$ cat src/rtl/lzw_dec_sched.sv
// lzw_dec_sched: two-channel frame scheduler in front of the LZW decoder.
// Grants one compressed word stream per frame (round-robin across frames),
// passes words straight through to the decoder, tags decoded bytes with the
// owning channel, reports per-frame byte counts, and clears the decoder
// dictionary between frames.
//
// Optional build macro: LZW_SCHED_WDOG_EN adds a stall watchdog in STREAM
// and a FLUSH state that discards the rest of an aborted frame.
//
// state  | meaning
// CLEAR  | o_dec_rst held high for CLR_CYC cycles (dictionary clear)
// IDLE   | waiting for a request, picks the channel for the next frame
// STREAM | granted channel is passed through to the decoder
// DRAIN  | no words forwarded, waiting for DRAIN_CYC-1 quiet cycles
// FLUSH  | (watchdog build) discards words until the frame's last word

module lzw_dec_sched #(
  parameter int CLR_CYC   = 2,
  parameter int DRAIN_CYC = 8,
  parameter int CNT_W     = 16,
  parameter int WDOG_CYC  = 1024
) (
  input  logic             i_clk,
  input  logic             i_rst,
  input  logic [15:0]      i_s0_data,
  input  logic             i_s0_valid,
  input  logic             i_s0_last,
  output logic             o_s0_ready,
  input  logic [15:0]      i_s1_data,
  input  logic             i_s1_valid,
  input  logic             i_s1_last,
  output logic             o_s1_ready,
  output logic [15:0]      o_dec_data,
  output logic             o_dec_valid,
  output logic             o_dec_last,
  input  logic             i_dec_ready,
  output logic             o_dec_rst,
  input  logic [7:0]       i_dec_byte,
  input  logic             i_dec_byte_valid,
  output logic [7:0]       o_byte,
  output logic             o_byte_valid,
  output logic             o_byte_ch,
  output logic             o_frame_done,
  output logic             o_frame_ch,
  output logic [CNT_W-1:0] o_frame_bytes,
  output logic             o_busy,
  output logic             o_err
);

  localparam int CLR_W = (CLR_CYC > 1) ? $clog2(CLR_CYC) : 1;
  localparam int Q_W   = $clog2(DRAIN_CYC);

  typedef enum logic [2:0] {
    ST_CLEAR  = 3'd0,
    ST_IDLE   = 3'd1,
    ST_STREAM = 3'd2,
    ST_DRAIN  = 3'd3
`ifdef LZW_SCHED_WDOG_EN
    ,ST_FLUSH = 3'd4
`endif
  } state_t;

  state_t           state, state_nxt;
  logic             grant;        // doubles as the last-served pointer
  logic [CLR_W-1:0] clr_cnt;
  logic [Q_W-1:0]   quiet_cnt;
  logic [CNT_W-1:0] byte_cnt;

  logic [15:0] g_data;
  logic        g_valid, g_last;
  logic        accept, quiet, clr_done, drain_done, pick, start, in_frame;
  logic        wdog_trip;

  assign g_data     = grant ? i_s1_data  : i_s0_data;
  assign g_valid    = grant ? i_s1_valid : i_s0_valid;
  assign g_last     = grant ? i_s1_last  : i_s0_last;
  assign accept     = (state == ST_STREAM) && g_valid && i_dec_ready;
  assign quiet      = i_dec_ready && !i_dec_byte_valid;
  assign clr_done   = (clr_cnt == CLR_W'(CLR_CYC - 1));
  // Counter reaches DRAIN_CYC-1 on this edge: frame is declared done.
  assign drain_done = (state == ST_DRAIN) && quiet && (quiet_cnt == Q_W'(DRAIN_CYC - 2));
  // With both requesting, serve the channel that did not own the last frame.
  assign pick       = (i_s0_valid && i_s1_valid) ? ~grant : i_s1_valid;
  assign start      = (state == ST_IDLE) && (state_nxt == ST_STREAM);
  assign in_frame   = (state == ST_STREAM) || (state == ST_DRAIN);
  assign o_busy     = (state != ST_IDLE);

`ifdef LZW_SCHED_WDOG_EN
  localparam int S_W = $clog2(WDOG_CYC + 1);
  logic [S_W-1:0] stall_cnt;
  assign wdog_trip = (state == ST_STREAM) && !accept && (stall_cnt == S_W'(WDOG_CYC - 1));

  // Stall counter: cycles in STREAM without an accepted word.
  always_ff @(posedge i_clk or posedge i_rst) begin
    if (i_rst) begin
      stall_cnt <= '0;
      o_err     <= 1'b0;
    end else begin
      o_err <= wdog_trip;
      if (state != ST_STREAM || accept || wdog_trip) stall_cnt <= '0;
      else                                           stall_cnt <= stall_cnt + 1'b1;
    end
  end
`else
  logic unused_wdog;
  assign unused_wdog = ^WDOG_CYC;
  assign wdog_trip   = 1'b0;
  assign o_err       = 1'b0;
`endif

  // State register.
  always_ff @(posedge i_clk or posedge i_rst) begin
    if (i_rst) state <= ST_CLEAR;
    else       state <= state_nxt;
  end

  // Next-state logic.
  always_comb begin
    state_nxt = state;
    case (state)
      ST_CLEAR:  if (clr_done) state_nxt = ST_IDLE;
      ST_IDLE:   if (i_s0_valid || i_s1_valid) state_nxt = ST_STREAM;
      ST_STREAM: begin
        if (accept && g_last) state_nxt = ST_DRAIN;
`ifdef LZW_SCHED_WDOG_EN
        else if (wdog_trip)   state_nxt = ST_FLUSH;
`endif
      end
      ST_DRAIN:  if (drain_done) state_nxt = ST_CLEAR;
`ifdef LZW_SCHED_WDOG_EN
      ST_FLUSH:  if (g_valid && g_last) state_nxt = ST_CLEAR;
`endif
      default:   state_nxt = ST_CLEAR;
    endcase
  end

  // Word-path outputs: combinational pass-through of the granted channel.
  always_comb begin
    o_s0_ready  = 1'b0;
    o_s1_ready  = 1'b0;
    o_dec_data  = '0;
    o_dec_valid = 1'b0;
    o_dec_last  = 1'b0;
    case (state)
      ST_STREAM: begin
        o_dec_data  = g_data;
        o_dec_valid = g_valid;
        o_dec_last  = g_last;
        if (grant) o_s1_ready = i_dec_ready;
        else       o_s0_ready = i_dec_ready;
      end
`ifdef LZW_SCHED_WDOG_EN
      ST_FLUSH: begin
        if (grant) o_s1_ready = 1'b1;
        else       o_s0_ready = 1'b1;
      end
`endif
      default: ;
    endcase
  end

  // Grant, clear timer, quiet timer and decoder reset.
  always_ff @(posedge i_clk or posedge i_rst) begin
    if (i_rst) begin
      grant     <= 1'b1;
      clr_cnt   <= '0;
      quiet_cnt <= '0;
      o_dec_rst <= 1'b1;
    end else begin
      if (start) grant <= pick;
      if (state == ST_CLEAR && !clr_done) clr_cnt <= clr_cnt + 1'b1;
      else                                clr_cnt <= '0;
      if (state == ST_DRAIN && quiet && !drain_done) quiet_cnt <= quiet_cnt + 1'b1;
      else                                           quiet_cnt <= '0;
      o_dec_rst <= (state_nxt == ST_CLEAR);
    end
  end

  // Byte path, saturating frame byte counter and frame-done report.
  always_ff @(posedge i_clk or posedge i_rst) begin
    if (i_rst) begin
      byte_cnt      <= '0;
      o_byte        <= '0;
      o_byte_valid  <= 1'b0;
      o_byte_ch     <= 1'b0;
      o_frame_done  <= 1'b0;
      o_frame_ch    <= 1'b0;
      o_frame_bytes <= '0;
    end else begin
      o_byte_valid <= in_frame && i_dec_byte_valid;
      if (in_frame && i_dec_byte_valid) begin
        o_byte    <= i_dec_byte;
        o_byte_ch <= grant;
      end
      if (start)
        byte_cnt <= '0;
      else if (in_frame && i_dec_byte_valid && byte_cnt != {CNT_W{1'b1}})
        byte_cnt <= byte_cnt + 1'b1;
      o_frame_done <= drain_done;
      if (drain_done) begin
        o_frame_ch    <= grant;
        o_frame_bytes <= byte_cnt;
      end
    end
  end

endmodule
$ cat config.mk
export PLATFORM = sky130hd
export DESIGN_NAME = lzw_dec_sched
export DESIGN_NICKNAME = d
export VERILOG_FILES = /design/src/rtl/lzw_dec_sched.sv
export SDC_FILE = /design/constraint.sdc
export NUM_CORES = 1
export LEC_CHECK = 0
export CORE_MARGIN = 3
export CORE_UTILIZATION = 48
export DETAILED_ROUTE_END_ITERATION = 12
export PLACE_DENSITY = 0.86
export SETUP_SLACK_MARGIN = 0.02
export SYNTH_ARGS = -nofsm -noshare
export SYNTH_HDL_FRONTEND = slang
export SYNTH_SLANG_ARGS = --single-unit
export TNS_END_PERCENT = 5
$ cat constraint.sdc
create_clock -name i_clk -period 5.02 [get_ports i_clk]
set_input_delay 0.502 -clock i_clk [delete_from_list [all_inputs] [get_ports i_clk]]
set_output_delay 0.502 -clock i_clk [all_outputs]
set_load 0.02 [all_outputs]
Yosys cells after proc, flatten, opt, wreduce, memory -nomap -nowiden
Index checks and enable logic that the tools add are counted.
Storage, ports and cells
  ROM bits: 0
  logic and storage cells: 63
  input bits: 48
  latch bits: 0
  bits in registers: 53
  RAM bits: 0
  memories: 0
  output and inout bits: 51
Cells by class
  muxes and demuxes: 20
  multipliers: 0
  shifts and indexed selects: 0
  add/sub/neg operators: 3
  equal/unequal tests: 7
  bitwise logic cells: 1
  reduce and logical (&&, ||, !) cells: 20
  $lt $le $gt $ge: 0
  divide/modulo/power cells: 0
Operators with widths (number)
  2-to-1 mux 16 bit: 4
  adder 16 x 1 -> 16 bit, second input constant: 1
  != test 16 bit, second input constant: 1
  2-to-1 mux 3 bit: 5
  logical AND 1 bit: 12
  one-hot mux 3 bit (4 select lines): 1
  2-to-1 mux 1 bit: 10
  equality test 3 x 2 -> 1 bit, second input constant: 3
  logical NOT 3 bit: 2
  adder 3 x 1 -> 3 bit, second input constant: 1
  equality test 3 x 1 -> 1 bit, second input constant: 1
  equality test 3 bit, second input constant: 1
  logical NOT 1 bit: 3
  != test 3 x 1 -> 1 bit, second input constant: 1
  logical OR 1 bit: 2
  nonzero test 2 bit: 1
  adder 1 bit, second input constant: 1
  NOT 1 bit: 1

Longest topological paths before layout
Gate-level depths: netlist of run 1.
  depth after elaboration: 9
  depth in mapped cells: 6
  mapped depth without buffers: 5

Worst setup path after synthesis of run 1
Ideal clock, no wire load.
  path type: register to output
  from: register grant
  to: output port o_dec_data[0]
  data required time: 4.518 ns
  path slack: 2.847 ns
  stages on the path, launching flop included: 5
  buffers on the path: 2
  arrival: 1.671 ns
  cell sequence: dfstp_2 -> clkbuf_1 -> clkbuf_1 -> mux2i_1 -> nor2_1
Between the ends
  longest elaborated chain between the ends: 2
RTL lines
  start, declared: line 64  | logic grant;
  start signal, assigned: line 170  | if (start) grant <= pick;
  2-to-1 mux 16 bit: line 74  | assign g_data = grant ? i_s1_data : i_s0_data;
  2-to-1 mux 16 bit: line 144  | case (state)
  end, declared: line 33  | output logic [15:0] o_dec_data,
Every way passes these cells.

Final worst setup path of run 1
  from: register state[1]
  to: output port o_s0_ready
Between the ends
  longest elaborated chain between the ends: 2
RTL lines
  start, declared: line 63  | state_t state, state_nxt;
  start signal, assigned: line 114  | else state <= state_nxt;
  equality test 3 x 2 -> 1 bit: line 144
  2-to-1 mux 1 bit: line 144
  end, declared: line 28  | output logic o_s0_ready,
Every way passes these cells.

==> results of run 1 <==
-- per-layer routing --
layer / up-vias / part of all wire
met5: - / 0
li1: 1121 / -
met1: 1113 / 0.42
met4: 0 / 0.0072
met2: 78 / 0.51
met3: 6 / 0.060
-- synth_stat cells (4+ instances only) --
master	instances
sky130_fd_sc_hd__nor3_1	4
sky130_fd_sc_hd__clkbuf_1	6
sky130_fd_sc_hd__o21ai_0	7
sky130_fd_sc_hd__nor2_1	23
sky130_fd_sc_hd__o31ai_1	4
sky130_fd_sc_hd__and4_1	4
sky130_fd_sc_hd__inv_1	6
sky130_fd_sc_hd__mux2i_1	22
sky130_fd_sc_hd__mux2_2	17
sky130_fd_sc_hd__or4_1	4
sky130_fd_sc_hd__a21oi_1	10
sky130_fd_sc_hd__nand2_1	40
sky130_fd_sc_hd__dfrtp_1	51
sky130_fd_sc_hd__nand4_1	7
sky130_fd_sc_hd__nand3_1	8
-- registers in the layout, indices dropped and copies added, names as in the netlist --
register / cells
o_byte: 8
state: 3
grant: 1
quiet_cnt: 3
o_frame_bytes: 16
o_frame_done: 1
o_byte_ch: 1
o_frame_ch: 1
byte_cnt: 16
o_byte_valid: 1
clr_cnt: 1
o_dec_rst: 1
-- area by class of cell --
type                       instances  area (um2)
fill                             384        1439
sequential                        53        1329
multi-input combinational        191        1280
timing repair buffer              98       978.4
clock buffer                       7       96.34
tap                               70       87.58
inverter                           6       22.52
clock inverter                     1       5.005
-- power by group through the flow --
| stage | clock [uW] | combinational, uW | sequential [uW] |
|---|---|---|---|
| 6_report | 260 | 340 | 569 |
| 5_1_grt | 281 | 366 | 578 |
| 4_1_cts | 263 | 344 | 568 |
| 3_5_place_dp | 0 | 342 | 574 |
| 3_3_place_gp | 0 | 333 | 573 |
| 2_1_floorplan | 0 | 181 | 569 |
-- cells by family (layout without fill, tap and decap cells) --
| group | count (synthesis) | count (layout) | share of synthesized area |
|---|---|---|---|
| buffers and inverters | 17 | 112 | 0.02622 |
| multiplexers | 39 | 39 | 0.1540 |
| XOR/XNOR | 1 | 1 | 0.003278 |
| AO/OA/AOI/OAI | 31 | 31 | 0.07491 |
| AND/OR/NAND/NOR | 115 | 115 | 0.2289 |
| other | 1 | 2 | 0.001403 |
| flip-flops | 53 | 53 | 0.4972 |
| adder cells (fa/ha/maj) | 3 | 3 | 0.01405 |
-- metrics by stage --
step	util	worst slack [ns]	power, uW	instance area (um2)	cells
floorplan	-	2.847	749.7	2676	261
global placement	0.7059	2.415	905.2	3697	418
detailed placement	0.7059	2.350	915.6	3697	418
CTS	0.7253	2.070	1175	3799	426
global route	0.7253	1.897	1226	3799	426
finish	0.7253	2.100	1169	3799	426
-- worst max path at each step --
| stage | startpoint | endpoint | slack, ns | cells past startpoint |
|---|---|---|---|---|
| CTS | state[1] | o_s0_ready | 2.07 | 4 |
| finish | state[1] | o_s0_ready | 2.10 | 4 |
| global placement | i_dec_byte_valid | byte_cnt[15] | 2.42 | 6 |
| detailed placement | i_dec_byte_valid | byte_cnt[15] | 2.35 | 6 |
| global route | state[1] | o_s0_ready | 1.90 | 4 |
| floorplan | grant | o_dec_data[0] | 2.85 | 4 |
-- critical path: stages (launching register included) --
cell                              delay, ns
sky130_fd_sc_hd__dfrtp_1               0.48
sky130_fd_sc_hd__nor2b_1               0.28
sky130_fd_sc_hd__nand2b_1              0.41
sky130_fd_sc_hd__nor3b_1               0.31
sky130_fd_sc_hd__clkdlybuf4s50_1       0.64
==> key figures, run 1 <==
Final layout
  • Leading cell types in the layout, fill and taps excluded: 97 x sky130_fd_sc_hd__clkdlybuf4s50_1, 51 x sky130_fd_sc_hd__dfrtp_1, 40 x sky130_fd_sc_hd__nand2_1, 23 x sky130_fd_sc_hd__nor2_1, 22 x sky130_fd_sc_hd__mux2i_1
  • Area added between synthesis and finish: 42.13%
  • Most common cell after layout, fill and taps aside: sky130_fd_sc_hd__clkdlybuf4s50_1
  • Total number of nets in the final design: between 400 and 500
  • Fraction of layout cells with a size suffix above 1: 0.1011
  • Antenna diode instance count: 0

Setup path
  • Element type at the critical path end: output port
  • Largest fanout of any net on the critical path: 19
  • Required @ worst endpoint: 4.52 ns
  • Classification of the worst setup path: flop to output port
  • Critical R2R Capture: o_frame_bytes[3]
  • Launching element type of the critical path: flop
  • Slack of the worst reg-to-reg path: 2.67 ns
  • Worst reg2reg path depth: 4
  • Worst endpoint data arrival time: 2.42 ns
  • Reg2reg start: state[1]

Pwr
  • Seq pwr share: 0.487
  • Power per cell area: approximately 300 mW/mm2
  • Combinational group share of total power: 0.291
  • Switching Fraction: 0.3171
  • Switching component of the power: 370.6 uW
  • Leakage: 0.001679 uW
  • Peak supply drop: about 0.00024 V
  • Proportion of power drawn by the clock network: 0.222
  • Power Internal: ~800 uW

Timing
  • Least-Margin Pin Slew: 1.039 ns
  • Maximum clock frequency: 342.5 MHz
  • Max Transition Viols Final: 0
  • Headroom to the max-slew limit: 0.3066
  • Unrepaired setup endpoints after global routing: false
  • Final worst-path cycle share: 0.5817
  • Final number of setup-violating endpoints: 0
  • Setup TNS after final layout: 0 ns
  • Shortest period the worst path allows: 2.920 ns
  • Clock Skew: 0.007638 ns
  • Post-Route Hold Slack: 0.4376 ns
  • Final Hold Violating Endpoints: 0

Worst hold path
  • Cell depth of the worst hold path: 1
  • Type of the worst min-delay path: flop to flop
  • Launch point of the worst hold path: clr_cnt
  • Endpoint of the worst hold path: clr_cnt

Die
  • Standard-cell rows: 26
  • Y dimension of the die: approximately 80 um
  • Die boundary width: 80.62 um
  • Die Outline Area: 0.006499 mm2
  • Count of boundary I/O pins: 99
  • Placeable core region: 0.005238 mm2
  • Initial core utilization: 0.5103

Logic synthesis
  • Post-synthesis async set-or-reset flop share: 1.000
  • Syn Std Cell Area: 0.002673 mm2
  • Synth warn: 0
  • Share of the synthesized area in the top cell type: 0.4775
  • Post-synthesis sequential element count: 53
  • Leading register cell type out of synthesis: sky130_fd_sc_hd__dfrtp_1
  • Cells taking the most area after synthesis: sky130_fd_sc_hd__dfrtp_1 48%, sky130_fd_sc_hd__mux2i_1 8.2%, sky130_fd_sc_hd__mux2_2 7.2%, sky130_fd_sc_hd__nand2_1 5.6%, sky130_fd_sc_hd__nor2_1 3.2%
  • Mean instance size in the synthesized netlist: 10.28 um2
  • Mapped Cells: 260
  • Yosys top cell by area: sky130_fd_sc_hd__dfrtp_1
  • Number of enable-type register cells in the synthesized netlist: 0
  • Number of different library cells in the post-synthesis netlist: 44
  • Sequential area share after synthesis: 0.4972

Clock tree
  • Post-CTS setup buffer count: 0
  • Clk buf depth: 2
  • Cts hold-fix bufs: 0
  • Total clock sinks: 53
  • Clock latency on the worst-skew pair: slightly above 0.3 ns
  • TritonCTS clock tree: done
  • TritonCTS Buffers: 5
  • Cell at the root of the clock tree: sky130_fd_sc_hd__clkbuf_8
  • CTS clk-pin slew, worst paths: 0.09 ns
  • Deepest level of the CTS H-tree: 2
  • Count of instances resized after the clock tree is built: 0

Global routing
  • Routing usage on met3: 0.05157
  • Wire length of the first global-routing pass: 10680 um
  • Layer with the highest usage after global routing: met2
  • Total routing usage reported by global routing: 0.2128
  • Maximum number of pins on one net before global-route repair: 54
  • Overflow after GRT: 0
  • Met1 usage: 0.2659
  • Vias in the first global route: approximately 2300
  • Met2 Resource Use GR: 0.3717
  • Initial antenna violation count: 0

Detailed routing
  • Average wire per cell in the routed design: 15.29 um
  • Mean number of vias per cell: roughly 5.4
  • Number of remaining DRC errors: 0
  • Remaining antenna violation count: 0
  • First-pass detailed-route iteration total: 4
  • Via Count: 2318
  • Detailed Route Iter0 Violations: 105
  • Final WL: 6512 um

Place
  • Post-DP HPWL: 4771 um
  • Input/output buffers: a little under 100
  • Final Wtd Congestion: 0.7371

Outcome
  • Run status: finished, final reports clean

Job
  • Number of violations of the max-capacitance limit: 0
Note: power is estimated with default switching activity, not from simulation.
==> run 2, diff against run 1 <==
--- a/config.mk
+++ b/config.mk
@@ -6,9 +6,9 @@
 export NUM_CORES = 1
 export LEC_CHECK = 0
 export CORE_MARGIN = 3
-export CORE_UTILIZATION = 48
+export CORE_UTILIZATION = 40
 export DETAILED_ROUTE_END_ITERATION = 12
-export PLACE_DENSITY = 0.86
+export PLACE_DENSITY = 0.76
 export SETUP_SLACK_MARGIN = 0.02
 export SYNTH_ARGS = -nofsm -noshare
 export SYNTH_HDL_FRONTEND = slang
==> constraint.sdc (replaced) <==
create_clock -name i_clk -period 2.6 [get_ports i_clk]
set_input_delay 0.26 -clock i_clk [delete_from_list [all_inputs] [get_ports i_clk]]
set_output_delay 0.26 -clock i_clk [all_outputs]
set_load 0.02 [all_outputs]
==> run 2 against run 1 <==
Clock skew fell by 0.0025 ns. Critical path depth shrank 1. Die area rose by 18%. Register-to-register slack worse by 2.0 ns. Sequential share of layout area decreased by 0.78 points. First-iteration DRC count increased by 12%. Wire length is 0.84% higher. Sequential cell count unchanged. Worst setup slack got worse by 2.0 ns. Core utilization fell by 12 points. Via count is 0.82% higher.
==> key figures, run 2 (same netlist as run 1, synthesis figures left out) <==
Detailed routing
  • First-pass detailed-route iteration total: 4
  • Via Count: 2337
  • Final WL: 6567 um
  • Detailed Route Iter0 Violations: 118
  • Number of remaining DRC errors: 0
  • Mean number of vias per cell: 5.275
  • Average wire per cell in the routed design: around 15 um
  • Remaining antenna violation count: 0

Global routing
  • Maximum number of pins on one net before global-route repair: 34
  • Overflow after GRT: 0
  • Met1 usage: 0.2231
  • Vias in the first global route: 2400
  • Met2 Resource Use GR: 0.3082
  • Total routing usage reported by global routing: 0.1793
  • Routing usage on met3: 0.03951
  • Initial antenna violation count: 0
  • Wire length of the first global-routing pass: 10970 um
  • Layer with the highest usage after global routing: met2

Final layout
  • Multi-input gate area in the final layout: 0.001282 mm2
  • Total number of nets in the final design: ~420
  • Leading cell types in the layout, fill and taps excluded: 97 x sky130_fd_sc_hd__clkdlybuf4s50_1, 51 x sky130_fd_sc_hd__dfrtp_1, 40 x sky130_fd_sc_hd__nand2_1, 23 x sky130_fd_sc_hd__nor2_1, 22 x sky130_fd_sc_hd__mux2i_1
  • Antenna diode instance count: 0
  • Biggest registers after layout: byte_cnt x16, o_frame_bytes x16, o_byte x8
  • Most common cell after layout, fill and taps aside: sky130_fd_sc_hd__clkdlybuf4s50_1
  • Layout Utilization: 0.6049
  • Filler Cells Inserted: around 570
  • Fraction of layout cells with a size suffix above 1: 0.1284
  • Area of all sequential standard cells: 0.001329 mm2
  • Area added between synthesis and finish: 45.37%
  • Post-route cell area: 0.003885 mm2

Outcome
  • Run status: finished, final reports clean

Die
  • Die Outline Area: 0.007698 mm2
  • Placeable core region: 0.006422 mm2
  • Die boundary width: ~88 um
  • Y dimension of the die: 87.74 um
  • Count of boundary I/O pins: 99
  • Initial core utilization: 0.4161
  • Standard-cell rows: 29

Clock tree
  • Post-CTS setup buffer count: 0
  • Cts hold-fix bufs: 0
  • Total clock sinks: 53
  • TritonCTS Buffers: 5
  • CTS clk-pin slew, worst paths: 0.09 ns
  • Cell at the root of the clock tree: sky130_fd_sc_hd__clkbuf_8
  • Deepest level of the CTS H-tree: 2
  • TritonCTS clock tree: done
  • Clk buf depth: 2
  • Clock latency on the worst-skew pair: ~0.30 ns

Setup path
  • Bufs and invs on worst path: 1
  • Element type at the critical path end: output port
  • Cell depth of the worst setup path: 3
  • Required @ worst endpoint: between 2 and 2.5 ns
  • Largest fanout of any net on the critical path: 25
  • Cell family contributing the most delay on the critical path: flip-flops
  • Worst reg2reg path depth: 5
  • Slowest stage delay, CP: 0.95 ns
  • Worst endpoint data arrival time: 2.21 ns
  • Critical path, cell by cell: mux2i_1, nor2_1, clkdlybuf4s50_1
  • Classification of the worst setup path: flop to output port
  • Launching element type of the critical path: flop
  • Slowest cell on crit path: sky130_fd_sc_hd__dfstp_2

Worst hold path
  • Type of the worst min-delay path: primary input to asynchronous set/reset pin

Timing
  • Final worst-path cycle share: 0.9513
  • Least-Margin Pin Slew: roughly 0.77 ns
  • Headroom to the max-slew limit: 0.4803
  • Post-Route Hold Slack: 0.3029 ns
  • Shortest period the worst path allows: 2.473 ns
  • Max Transition Viols Final: 0
  • Final Hold Violating Endpoints: 0
  • Clock Skew: approximately 0.0051 ns
  • Unrepaired setup endpoints after global routing: false
  • Setup TNS after final layout: 0 ns
  • Final number of setup-violating endpoints: 0
  • Maximum clock frequency: 404.3 MHz

Place
  • Final Wtd Congestion: roughly 0.84
  • Input/output buffers: 97
  • Post-DP HPWL: ~5000 um
  • DP Area: about 0.0038 mm2

Pwr
  • Peak supply drop: 0.0004199 V
  • Power per cell area: 581.3 mW/mm2
  • Leakage: 0.001728 uW

Job
  • Number of violations of the max-capacitance limit: 0
## run 2: cell count changes in the layout (fill, tap and decap cells not counted), sizes merged
cell and change:
buf +10
## run 2: metrics by stage
step	std cells	setup slack, ns	power [uW]
after floorplan	261	0.6689	1447
after global placement	435	0.5072	1765
after detailed placement	435	0.4260	1782
after CTS	443	0.07309	2282
after global routing	443	0.02486	2383
final	443	0.1266	2258
## run 2: per-layer routing
| layer | routed length (um) | up-vias |
|---|---|---|
| met5 | 0 | - |
| met4 | 159 | 0 |
| met3 | 280 | 13 |
| met2 | 3299 | 62 |
| met1 | 2827 | 1126 |
| li1 | - | 1136 |
## run 2: worst register-to-register path, delay by kind of cell, from the launching register on
family,cells,cell delay (ns)
AO/OA/AOI/OAI,1,0.16
buffers and inverters,2,0.27
flip-flops,1,0.38
AND/OR/NAND/NOR,2,0.97
## run 2: final cells by class
cell class	count	area share
tap	77	0.02480
timing repair buffer	108	0.2712
inverter	6	0.005797
clock inverter	1	0.001288
clock buffer	7	0.02480
sequential	53	0.3420
multi-input combinational	191	0.3301
## run 2: worst paths after layout
kind / to / startpoint / slack (ns)
worst max register to register: byte_cnt[10] / state[1] / 0.68
worst min register to register: clr_cnt / clr_cnt / 0.44
min in group i_clk: clr_cnt / clr_cnt / 0.44
max in group asynchronous: o_dec_rst / i_rst / 1.91
worst max-delay path: o_dec_data[4] / grant / 0.13
worst min-delay path: byte_cnt[10] / i_rst / 0.30
## run 2: timing repair
item                       CTS  global route
setup endpoints to repair    0            11
hold endpoints to repair     0             0
gates resized for setup      0             1
## run 2: where the power goes
| part | internal [uW] | switching (uW) |
|---|---|---|
| Combinational | 381 | 299 |
| Sequential | 937 | 146 |
| Clock | 241 | 254 |
| Total | 1560 | 699 |
==> run 3, diff against run 2 <==
--- a/config.mk
+++ b/config.mk
@@ -5,11 +5,11 @@
 export SDC_FILE = /design/constraint.sdc
 export NUM_CORES = 1
 export LEC_CHECK = 0
-export CORE_MARGIN = 3
-export CORE_UTILIZATION = 40
+export CORE_UTILIZATION = 48
 export DETAILED_ROUTE_END_ITERATION = 12
-export PLACE_DENSITY = 0.76
+export PLACE_DENSITY = 0.86
 export SETUP_SLACK_MARGIN = 0.02
+export SLEW_MARGIN = 20
 export SYNTH_ARGS = -nofsm -noshare
 export SYNTH_HDL_FRONTEND = slang
 export SYNTH_SLANG_ARGS = --single-unit
==> constraint.sdc (replaced) <==
create_clock -name i_clk -period 3.15 [get_ports i_clk]
set_input_delay 0.315 -clock i_clk [delete_from_list [all_inputs] [get_ports i_clk]]
set_output_delay 0.315 -clock i_clk [all_outputs]
set_load 0.02 [all_outputs]
==> run 3 against run 2 <==
Core utilization grew 13 points. Clock power increased by 9.1%. Clock-buffer cell count decreased by 2. Largest power group unchanged. Critical path depth increased by 1. Hold slack lost 0.012 ns. Highest routed layer unchanged. Worst setup slack better by 0.21 ns. Register-to-register slack improved by 0.46 ns. Sequential share of layout area rose by 0.28 points. Total power down 12%. Critical endpoint is now o_s0_ready.
==> key figures, run 3 (same netlist as run 1, synthesis figures left out) <==
Outcome
  • Run status: finished, final reports clean

Timing
  • Clock Skew: 0.006995 ns
  • Max Transition Viols Final: 0
  • Unrepaired setup endpoints after global routing: false
  • Shortest period the worst path allows: 2.809 ns
  • Final number of setup-violating endpoints: 0
  • Headroom to the max-slew limit: 0.4976
  • Setup TNS after final layout: 0 ns
  • Least-Margin Pin Slew: about 0.75 ns
  • Final Hold Violating Endpoints: 0
  • Final worst-path cycle share: 0.8918
  • Maximum clock frequency: approximately 360 MHz

Setup path
  • Cell family contributing the most delay on the critical path: simple AND/OR/NAND/NOR gates
  • Reg2reg start: state[2]
  • Classification of the worst setup path: flop to output port
  • Slowest stage delay, CP: 0.64 ns
  • Worst endpoint data arrival time: ~2.5 ns
  • Critical path, cell by cell: nor2b_1, nand2b_1, nor3b_1, clkdlybuf4s50_1
  • Required @ worst endpoint: 2.83 ns
  • Critical path launch point: state[1]
  • Critical R2R Capture: byte_cnt[14]
  • Largest fanout of any net on the critical path: 19
  • Slack of the worst reg-to-reg path: 1.14 ns
  • Bufs and invs on worst path: 1
  • Launching element type of the critical path: flop
  • Worst reg2reg path depth: 4
  • Slowest cell on crit path: sky130_fd_sc_hd__clkdlybuf4s50_1
  • Element type at the critical path end: output port

Global routing
  • Overflow after GRT: 0
  • Total routing usage reported by global routing: 0.2398
  • Initial antenna violation count: 0
  • Wire length of the first global-routing pass: 11020 um
  • Maximum number of pins on one net before global-route repair: 36
  • Vias in the first global route: 2385

Pwr
  • Leakage: 0.001709 uW
  • Peak supply drop: approximately 0.00038 V
  • Power per cell area: ~510 mW/mm2

Place
  • Post-DP HPWL: between 4000 and 5000 um
  • Final Wtd Congestion: 0.7796
  • Number of placed cells counting well taps: 421
  • Input/output buffers: between 90 and 100

Detailed routing
  • Final WL: 6691 um
  • First-pass detailed-route iteration total: 4
  • Average wire per cell in the routed design: 15.60 um
  • Number of remaining DRC errors: 0
  • Detailed Route Iter0 Violations: 86
  • Mean number of vias per cell: roughly 5.5
  • Via Count: 2344
  • Remaining antenna violation count: 0

Final layout
  • Antenna diode instance count: 0
  • Finished Layout Cells: 429
  • Area added between synthesis and finish: 44.19%
  • Most common cell after layout, fill and taps aside: sky130_fd_sc_hd__clkdlybuf4s50_1
  • Filler Cells Inserted: 384
  • Leading cell types in the layout, fill and taps excluded: 97 x sky130_fd_sc_hd__clkdlybuf4s50_1, 51 x sky130_fd_sc_hd__dfrtp_1, 40 x sky130_fd_sc_hd__nand2_1, 23 x sky130_fd_sc_hd__nor2_1, 22 x sky130_fd_sc_hd__mux2i_1
  • Biggest registers after layout: byte_cnt x16, o_frame_bytes x16, o_byte x8
  • Fraction of layout cells with a size suffix above 1: 0.1086
  • Total number of nets in the final design: 409
  • Layout Utilization: 0.7358

Clock tree
  • Count of instances resized after the clock tree is built: 0
  • Post-CTS setup buffer count: 0
  • Cts hold-fix bufs: 0
  • Cell at the root of the clock tree: sky130_fd_sc_hd__clkbuf_8
  • TritonCTS Buffers: 5
  • Total clock sinks: 53
  • Clk buf depth: 2
  • TritonCTS clock tree: done
  • CTS clk-pin slew, worst paths: around 0.090 ns
  • Deepest level of the CTS H-tree: 2
  • Clock latency on the worst-skew pair: 0.31 ns

Worst hold path
  • Type of the worst min-delay path: primary input to asynchronous set/reset pin

Die
  • Count of boundary I/O pins: 99
  • Die Outline Area: 0.005870 mm2
  • Y dimension of the die: roughly 77 um
  • Placeable core region: between 0.005 and 0.006 mm2
  • Standard-cell rows: 26
  • Die boundary width: 76.62 um
  • Initial core utilization: 0.5103

Job
  • Number of violations of the max-capacitance limit: 0
[run 3: changes by cell type in the layout (fill, tap and decap cells not counted)]
| cell | before | now |
|---|---|---|
| sky130_fd_sc_hd__buf_4 | 11 | 4 |
| sky130_fd_sc_hd__bufinv_16 | 0 | 2 |
| sky130_fd_sc_hd__clkbuf_8 | 7 | 5 |
| sky130_fd_sc_hd__nand2b_1 | 2 | 3 |
| sky130_fd_sc_hd__nand2b_2 | 1 | 0 |
[run 3: worst register-to-register path, cell delays in order (launching register included)]
cell,delay [ns]
sky130_fd_sc_hd__dfrtp_1,0.45
sky130_fd_sc_hd__nand3b_4,0.32
sky130_fd_sc_hd__or4_4,0.62
sky130_fd_sc_hd__or4_1,0.41
sky130_fd_sc_hd__a21oi_1,0.15
[run 3: metrics by stage]
stage,setup slack [ns],power (uW),area [um2],hold slack [ns]
floorplan,1.164,1195,2676,0.3850
global placement,0.8304,1439,3720,0.4258
detailed placement,0.7291,1454,3720,0.4216
CTS,0.3125,1999,3854,0.2977
global route,0.09070,2070,3854,0.3459
finish,0.3407,1982,3854,0.2907
[run 3: power by group]
| part | switching (uW) | total (uW) | leakage [uW] | internal (uW) |
|---|---|---|---|---|
| Combinational | 241 | 541 | 0.000924 | 300 |
| Sequential | 128 | 902 | 0.000716 | 774 |
| Clock | 224 | 540 | 0.0000681 | 316 |
| Total | 593 | 1980 | 0.00171 | 1390 |
[run 3: worst max-delay path by stage]
| stage | end | slack, ns | depth (start not counted) |
|---|---|---|---|
| after floorplan | o_dec_data[0] | 1.16 | 4 |
| after global placement | o_s0_ready | 0.83 | 4 |
| after detailed placement | o_s0_ready | 0.73 | 4 |
| after CTS | o_s0_ready | 0.31 | 4 |
| after global routing | o_s0_ready | 0.09 | 4 |
| final | o_s0_ready | 0.34 | 4 |
[run 3: layout make-up]
type                       instances  area (um2)  share of cell area
sequential                        53        1329              0.3448
multi-input combinational        191        1280              0.3321
timing repair buffer             101        1001              0.2597
tap                               70       87.58             0.02273
clock buffer                       5       68.82             0.01786
clock inverter                     3       65.06             0.01688
inverter                           6       22.52            0.005844
[run 3: routing by layer]
layer	vias up	track usage	routed length (um)
met5	-	0	0
met4	0	0.1231	179
met3	17	0.05509	444
met2	84	0.4171	3428
met1	1118	0.2747	2638
li1	1125	-	-
==> RTL change: new RTL, flow settings as in run 2 <==
Encoding of `state_t`: now one-hot (4 bits for 4 states).
--- a/src/rtl/lzw_dec_sched.sv
+++ b/src/rtl/lzw_dec_sched.sv
@@ -51,9 +51,9 @@
   localparam int Q_W   = $clog2(DRAIN_CYC);
 
-  typedef enum logic [2:0] {
-    ST_CLEAR  = 3'd0,
-    ST_IDLE   = 3'd1,
-    ST_STREAM = 3'd2,
-    ST_DRAIN  = 3'd3
+  typedef enum logic [3:0] {
+    ST_CLEAR  = 4'b0001,
+    ST_IDLE   = 4'b0010,
+    ST_STREAM = 4'b0100,
+    ST_DRAIN  = 4'b1000
 `ifdef LZW_SCHED_WDOG_EN
     ,ST_FLUSH = 3'd4
Check against the original RTL: same outputs for any inputs over 10 cycles, from zero or initial values and one cycle with i_rst high; not proved beyond that.
==> RTL change against run 2 <==
Sequential cell count is 1 higher. Wire length is 2.8% higher. Total power is 6.6% higher. Cell count is 7.2% higher. Combinational power is 18% higher. Final area is 5.0% higher. Setup slack worse by 0.011 ns. Area after synthesis is 7.4% higher. Non-clock buffer count is 3 higher. Sequential share of layout area is 0.98 points lower. Critical path type unchanged. Largest power group unchanged.
==> RTL change: results (changes against run 2) <==
run_status:
  status: "complete, no violations"
logic_synthesis:
  synth.area.top_cells: "dfrtp_1, mux2_4, mux2i_1"
  netlist_top_cells_count: "dfrtp_1, nand2_1, nor2_1"
  synth_area_per_cell_um2: 10.4  # +0.76%
  synth_area_um2: 2870  # +7.4%
  synth_seq_area_share_pct: 47.2  # -2.5 points
sta:
  skew_ns: 0.00624  # +0.00114 ns
  hold-worst-slack_ns: 0.427  # +0.124 ns
  tightestPinTransition_ns: 0.832  # +0.0588 ns
routing:
  first_iter_violations: 108  # -8.5%
  vias: 2477  # +6.0%
  drt-total-wl_mm: 6.75  # +2.8%
  vias_per_cell: 5.21  # -1.1%
power_and_ir_drop:
  p_leak_nw: 1.75  # +1.4%
  switchingPower_mw: 0.754  # +7.8%
  vdd_drop_max_mv: 0.305  # -27%
grt:
  grt_max_degree: 42  # +24%
  use_met1_pct: 19.7  # -2.6 points
  grt_pass1_vias: 2577  # +7.4%
  grt_use_total_pct: 17.1  # -0.81 points
setup_path:
  startpoint: "state[0]"
  critical_path.max_stage_delay_ns: 0.68  # -0.27 ns
  timing.rr.end: "o_frame_bytes[14]"
  cp_slowest_cell: "or4b_4"
place:
  dpl.hpwl_mm: 5.21  # +3.9%
  placed_cells: 467  # +7.4%
final_layout:
  n_all_buffers: 111  # +2.8%
  final-clk-cell-share_pct: 2.61  # about the same
  multi_input_area_share_pct: 34.1  # +1.1 points
  num-multi-input-gates: 198  # +3.7%
  nNetsFinal: 429  # +3.1%
  drive_gt1_share_pct: 12.9  # +0.087 points
  multi_input_area_um2: 1390  # +8.5%
  fill_cells: 573  # +1.1%
[RTL change: power groups by stage]
stage / Sequential, mW / Combinational [mW] / Clock (mW)
global route: 1.08 / 0.871 / 0.588
CTS: 1.07 / 0.805 / 0.559
finish: 1.07 / 0.798 / 0.543
global placement: 1.08 / 0.787 / 0
floorplan: 1.10 / 0.445 / 0
detailed placement: 1.08 / 0.800 / 0
[RTL change: metal layers]
metal | part of all wire, % | wire (µm)
met1 | 40 | 2720
met2 | 49 | 3320
met3 | 8.4 | 566
met4 | 2.2 | 148
met5 | 0 | 0
[RTL change: cells by family after synthesis]
kind of cell	after synthesis	share of synthesized area (%)
DFF	54	47.2
muxes	37	15.9
xor gates and xnor gates	3	0.916
adders and majority gates	3	1.31
other	1	0.131
AOI/OAI and AO/OA	36	7.63
buffers and inverters	25	4.40
and+or+nand+nor	118	22.5
[RTL change: what timing repair did]
| action | 4_1_cts | 5_1_grt |
|---|---|---|
| endpoints found under the setup margin | 20 | 0 |
| resized for setup | 1 | 0 |
| hold buffers | 0 | 0 |
